[config.mk]
export PLATFORM = sky130hd
export DESIGN_NAME = seg_display_arbiter
export DESIGN_NICKNAME = d
export VERILOG_FILES = /design/src/rtl/seg_display_arbiter.sv
export SDC_FILE = /design/constraint.sdc
export NUM_CORES = 1
export LEC_CHECK = 0
export ABC_CLOCK_PERIOD_IN_PS = 1950
export BUFFER_PORTS_ARGS = -buffer_cell sky130_fd_sc_hd__buf_2
export CORE_UTILIZATION = 50
export DETAILED_ROUTE_END_ITERATION = 16
export PLACE_DENSITY = 0.76
export SLEW_MARGIN = 0
export SYNTH_ARGS = -nofsm -noshare
export SYNTH_HDL_FRONTEND = slang
export SYNTH_SLANG_ARGS = --single-unit
[constraint.sdc]
create_clock -name clk_in -period 1.95 [get_ports clk_in]
set_clock_uncertainty 0.15 [all_clocks]
set_input_delay 0 -clock clk_in [delete_from_list [all_inputs] [get_ports clk_in]]
set_output_delay 0 -clock clk_in [all_outputs]
set_load 0.02 [all_outputs]
[src/rtl/seg_display_arbiter.sv]
// Four-digit active-low seven-segment driver shared between score, note lane and
// transient message sources; scans digits and changes source only between frames.
module seg_display_arbiter #(
    parameter int SCAN_DIV = 100000,
    parameter int MSG_HOLD = 250,
    parameter int HOLD_W   = 16
) (
    input  logic        clk_in,
    input  logic        RESET,
    input  logic [15:0] score_bcd,
    input  logic        note_valid,
    input  logic [27:0] note_segs,
    input  logic        msg_req,
    input  logic [27:0] msg_segs,
    output logic        msg_ack,
    output logic [3:0]  anode,
    output logic [6:0]  segs,
    output logic [1:0]  src
);

    localparam int                CNT_W     = (SCAN_DIV > 1) ? $clog2(SCAN_DIV) : 1;
    localparam logic [CNT_W-1:0]  CNT_LAST  = CNT_W'(SCAN_DIV - 1);
    localparam logic [HOLD_W-1:0] HOLD_FULL = HOLD_W'(MSG_HOLD);
    localparam logic [HOLD_W-1:0] HOLD_BND  = HOLD_W'(MSG_HOLD - 1);
    localparam logic [6:0]        SEG_BLANK = 7'h7F;

    typedef enum logic [1:0] {
        SRC_SCORE = 2'd0,
        SRC_NOTE  = 2'd1,
        SRC_MSG   = 2'd2
    } src_e;

    // Handshake: msg_req is sampled every cycle and the arbiter is always ready, so
    // each cycle with msg_req=1 is one accepted request, answered by a one-cycle
    // msg_ack pulse in the following cycle. There is no backpressure.

    logic [CNT_W-1:0]  scan_cnt, scan_cnt_nxt;
    logic [1:0]        digit, digit_nxt;
    src_e              src_q, src_nxt;
    logic              msg_active, msg_active_nxt;
    logic [HOLD_W-1:0] hold, hold_nxt;
    logic [27:0]       msg_pat, msg_pat_nxt;
    logic [3:0]        anode_nxt;
    logic [6:0]        segs_nxt;
    logic [6:0]        score_seg;
    logic              at_tc;
    logic              at_boundary;

    function automatic logic [6:0] bcd_to_seg(input logic [3:0] v);
        case (v)
            4'd0:    bcd_to_seg = 7'h40;
            4'd1:    bcd_to_seg = 7'h79;
            4'd2:    bcd_to_seg = 7'h24;
            4'd3:    bcd_to_seg = 7'h30;
            4'd4:    bcd_to_seg = 7'h19;
            4'd5:    bcd_to_seg = 7'h12;
            4'd6:    bcd_to_seg = 7'h02;
            4'd7:    bcd_to_seg = 7'h78;
            4'd8:    bcd_to_seg = 7'h00;
            4'd9:    bcd_to_seg = 7'h10;
            default: bcd_to_seg = SEG_BLANK;
        endcase
    endfunction

    function automatic logic [6:0] lane_sel(input logic [27:0] v, input logic [1:0] d);
        case (d)
            2'd0:    lane_sel = v[6:0];
            2'd1:    lane_sel = v[13:7];
            2'd2:    lane_sel = v[20:14];
            default: lane_sel = v[27:21];
        endcase
    endfunction

    always_comb begin
        at_tc          = (scan_cnt == CNT_LAST);
        at_boundary    = at_tc && (digit == 2'd3);
        scan_cnt_nxt   = at_tc ? '0 : scan_cnt + 1'b1;
        digit_nxt      = at_tc ? digit + 2'd1 : digit;
        src_nxt        = src_q;
        msg_active_nxt = msg_active;
        hold_nxt       = hold;
        msg_pat_nxt    = msg_pat;

        // A message whose hold has run out is dropped and the boundary falls
        // through to the note/score choice in the same cycle.
        if (at_boundary) begin
            if (msg_req) begin
                src_nxt = SRC_MSG;
            end else if (msg_active && (hold != '0)) begin
                src_nxt  = SRC_MSG;
                hold_nxt = hold - 1'b1;
            end else begin
                msg_active_nxt = 1'b0;
                src_nxt        = note_valid ? SRC_NOTE : SRC_SCORE;
            end
        end

        // The boundary accept already counts its first frame, hence one less.
        if (msg_req) begin
            msg_pat_nxt    = msg_segs;
            msg_active_nxt = 1'b1;
            hold_nxt       = at_boundary ? HOLD_BND : HOLD_FULL;
        end

        // Higher digits blank while they and everything above them are zero.
        case (digit)
            2'd0:    score_seg = bcd_to_seg(score_bcd[3:0]);
            2'd1:    score_seg = (score_bcd[15:4] == 12'd0) ? SEG_BLANK : bcd_to_seg(score_bcd[7:4]);
            2'd2:    score_seg = (score_bcd[15:8] == 8'd0) ? SEG_BLANK : bcd_to_seg(score_bcd[11:8]);
            default: score_seg = (score_bcd[15:12] == 4'd0) ? SEG_BLANK : bcd_to_seg(score_bcd[15:12]);
        endcase

        case (src_q)
            SRC_MSG:  segs_nxt = lane_sel(msg_pat, digit);
            SRC_NOTE: segs_nxt = lane_sel(note_segs, digit);
            default:  segs_nxt = score_seg;
        endcase

        anode_nxt = ~(4'b0001 << digit);
    end

    always_ff @(posedge clk_in) begin
        if (!RESET) begin
            scan_cnt   <= '0;
            digit      <= 2'd0;
            src_q      <= SRC_SCORE;
            msg_active <= 1'b0;
            hold       <= '0;
            msg_pat    <= '0;
            msg_ack    <= 1'b0;
            anode      <= 4'b1111;
            segs       <= SEG_BLANK;
        end else begin
            scan_cnt   <= scan_cnt_nxt;
            digit      <= digit_nxt;
            src_q      <= src_nxt;
            msg_active <= msg_active_nxt;
            hold       <= hold_nxt;
            msg_pat    <= msg_pat_nxt;
            msg_ack    <= msg_req;
            anode      <= anode_nxt;
            segs       <= segs_nxt;
        end
    end

    assign src = src_q;

endmodule

==> summary.txt <==
Status
  • Outcome: finished with violations
  • Failing checks: design-rule violations, negative hold slack, negative setup slack

STA
  • Final Cycle Share: 105.9%
  • Fin. max-slew vios: 0
  • RSZ-0062 raised after global routing: true
  • Fin. Hold Viols: 1
  • Fmax: 0.4844 GHz
  • Worst-margin pin slew: 0.5263 ns
  • Hold Slack: -0.02180 ns
  • Final Setup Violations: 18
  • Max-slew headroom: 64.91%
  • Setup slack after layout: -0.1145 ns
  • Final worst path period need: 2.064 ns

Place
  • Placed insts: 778
  • Detailed Place HPWL: 9597 um
  • Post-placement cell area: 5644 sq um
  • Port bufs: 89
  • Gp weighted congestion: 0.9374

Final layout
  • Final nets: 839
  • Fin area: 6651 sq um
  • Fillers: 604
  • Commonest non-fill, non-tap cell in the layout: buf_2
  • Most frequent cells in the layout: buf_2, dfxtp_1, buf_4
  • Diode count: 0
  • Layout cells sized above 1: 33.74%
  • Non-Filler Instances: 846
  • Area grow syn2layout: 44.03%
  • Final Core Density: 75.17%

Setup path
  • Max FO, Critical Path: 8
  • CP Buf/Inv Count: 1
  • Worst-path cell chain: buf_6 -> nor4bb_1 -> nand4_1 -> or4b_4 -> o311a_1
  • Max incr delay on CP: 0.57 ns
  • CP max stage cell: or4b_4
  • Worst Setup EP: hold[4]
  • R2R cell count: 5
  • Worst path depth: 5
  • Top delay family on crit path: simple AND/OR/NAND/NOR gates
  • Capture point of the worst reg-to-reg path: hold[4]
  • Crit Reg-Reg Startpoint: scan_cnt[13]
  • CP Capture Type: flip-flop
  • Kind of critical path: reg -> reg
  • FF-to-FF setup slack: -0.11 ns
  • Type of origin of the critical path: flip-flop
  • CP arrival: 2.17 ns
  • Crit path from: scan_cnt[13]
  • Worst Path Required: 2.06 ns

Global route
  • Initial antenna violation count: 0
  • M2 GR Usage: 53.63%
  • Total grt overflow: 0
  • Top Usage Layer GRT: met2
  • Largest net degree at the start of global routing: 34
  • Grt met1 use: 35.55%
  • Vias in the first global route: 5086
  • GRT Overall Usage: 30.34%
  • First-pass GRT wire length: 23530 um
  • Met3 Track Usage GR: 5.583%

Drt
  • Via count: 5027
  • DR iter-0 viols: 343
  • DR WL/cell: 17.42 um
  • Post-DRT Antenna Nets: 0
  • Final WL: 14740 um
  • DRT Pass-1 Iters: 14
  • DRC: 1
  • Vias per cell: 5.942

Floorplan
  • Die X: 98.11 um
  • Num rows: 34
  • Die Span Y: 98.11 um
  • Core Area: 8848 sq um
  • Die ar.: 9625 sq um
  • Initial Util: 52.19%
  • IO Count: 90

Yosys
  • Synth Instances: 548
  • Simple-gate portion of the synthesized area: 22.65%
  • Number of synthesized flops with an enable pin: 0
  • Syn nets: 654
  • Synth warn: 0
  • Main synth FF type: dfxtp_1
  • Seq/Total Area, Yosys: 33.81%
  • Xor/xnor cell area share of the yosys netlist: 2.276%
  • Combinational family with the most area after synthesis: simple AND/OR/NAND/NOR gates
  • Synth Register Bits: 78
  • Netlist cell types: 63
  • Post-synthesis mux area share: 6.746%
  • Compound-cell area share of the yosys netlist: 21.08%
  • FFs w/ async S/R, synth: 0%
  • Post-Synth Adder-Cell Area: 8.128%
  • Area of the mapped netlist: 4618 sq um
  • Synth Area per Inst: 8.427 sq um

CTS
  • CTS clk-pin slew, worst paths: 0.10 ns
  • CTS root buf: clkbuf_8
  • CTS Buf Count: 9
  • Clk_lat worst skew: 0.37 ns
  • TritonCTS clock tree: built
  • Maximum buffer depth of the clock tree: 2
  • Clk sink count: 78
  • Htree depth: 3

Job
  • Max Cap Viol: 0

Power
  • Maximum vdd drop: 0.0003549 V
  • Pwr Density: 540.0 nW/um^2
  • Final total power: 3.592 mW
  • Static Leakage: 2.833 nW

Min path
  • Hold crit path type: in -> reg
[registers in the layout, summed over array words and instances (netlist names)]
signal	count
segs	7
hold	16
digit	2
src	2
msg_ack	1
scan_cnt	17
msg_pat	28
anode	4
msg_active	1
[synthesized netlist by cell type, drive strengths merged (6+ instances only)]
master	count	share of area (%)
o21ai	30	3.3
nor3	13	1.4
ha	30	8.1
o21a	9	1.5
o31ai	6	0.98
inv	27	2.2
nand3	11	1.2
or3	9	1.3
dfxtp	78	34
clkbuf	29	2.4
o211ai	6	0.98
xor2	8	1.5
buf	6	0.65
nor2	61	5.0
o22ai	9	1.2
a22oi	7	1.1
nand2b	15	2.0
nand2	31	2.6
or4	9	1.5
nor4	10	2.0
nand4	6	0.81
mux2i	30	6.5
a222oi	14	3.0
a21oi	29	3.1
[per-stage QoR]
stage | worst slack (ns) | TNS (ns) | hold slack (ns)
finish | -0.1145 | -1.125 | -0.02180
CTS | -0.1078 | -0.7332 | 0.01530
global placement | -0.2606 | -2.852 | 0.08624
global route | -0.1929 | -2.497 | 0.01807
detailed placement | -0.3101 | -4.410 | 0.09859
floorplan | -0.1024 | -0.5082 | -0.002892
[tightest hold or removal path: stages]
cell,delay [ns]
buf_2,0.09
a22oi_1,0.06
a21oi_1,0.13
o21ai_1,0.07
o311ai_1,0.09
[what timing repair did]
item,CTS,global route
buffers inserted,6,5
gates resized for setup,49,35
hold buffers,39,0
endpoints found under the setup margin,25,42
gates cloned,2,2
endpoints found under the hold margin,46,0
pin swaps,38,23
[cell families (layout without fill, tap and decap cells)]
| kind of cell | after synthesis | after routing |
|---|---|---|
| buffers and inverters | 63 | 253 |
| adders and majority gates | 30 | 30 |
| DFF | 78 | 78 |
| and+or+nand+nor | 192 | 192 |
| muxes | 31 | 31 |
| xor gates and xnor gates | 12 | 12 |
| AOI/OAI and AO/OA | 142 | 142 |
[report_power, final]
group          switching [mW]  leakage [nW]  internal [mW]  total [mW]
sequential             0.0395         0.644           1.65        1.69
clock                   0.732         0.100          0.505        1.24
combinational           0.330          2.09          0.330       0.660
[layout make-up]
class,instances,area [sq um],share of cell area [%]
Sequential cell,78,1578,23.72
Timing Repair Buffer,209,1565,23.53
Tap cell,108,135.1,2.032
Clock buffer,9,123.9,1.862
Clock inverter,7,71.32,1.072
Multi-Input combinational cell,407,3073,46.20
Inverter,28,105.1,1.580
[per-layer routing]
metal,vias to the layer above,part of all wire (%)
li1,2386,-
met1,2354,40
met2,237,50
met3,50,7.0
met4,0,3.2
met5,-,0
[worst min-delay path by stage]
stage | to | cells past startpoint | slack (ns) | from
after floorplan | msg_pat[0] | 2 | -0.003 | msg_segs[0]
after global placement | msg_pat[17] | 3 | 0.09 | msg_segs[17]
after detailed placement | msg_pat[14] | 3 | 0.1 | msg_segs[14]
after CTS | segs[4] | 5 | 0.02 | note_segs[25]
after global routing | segs[4] | 5 | 0.02 | note_segs[25]
final | segs[4] | 5 | -0.02 | note_segs[25]
(Power assumes the default switching activity.)
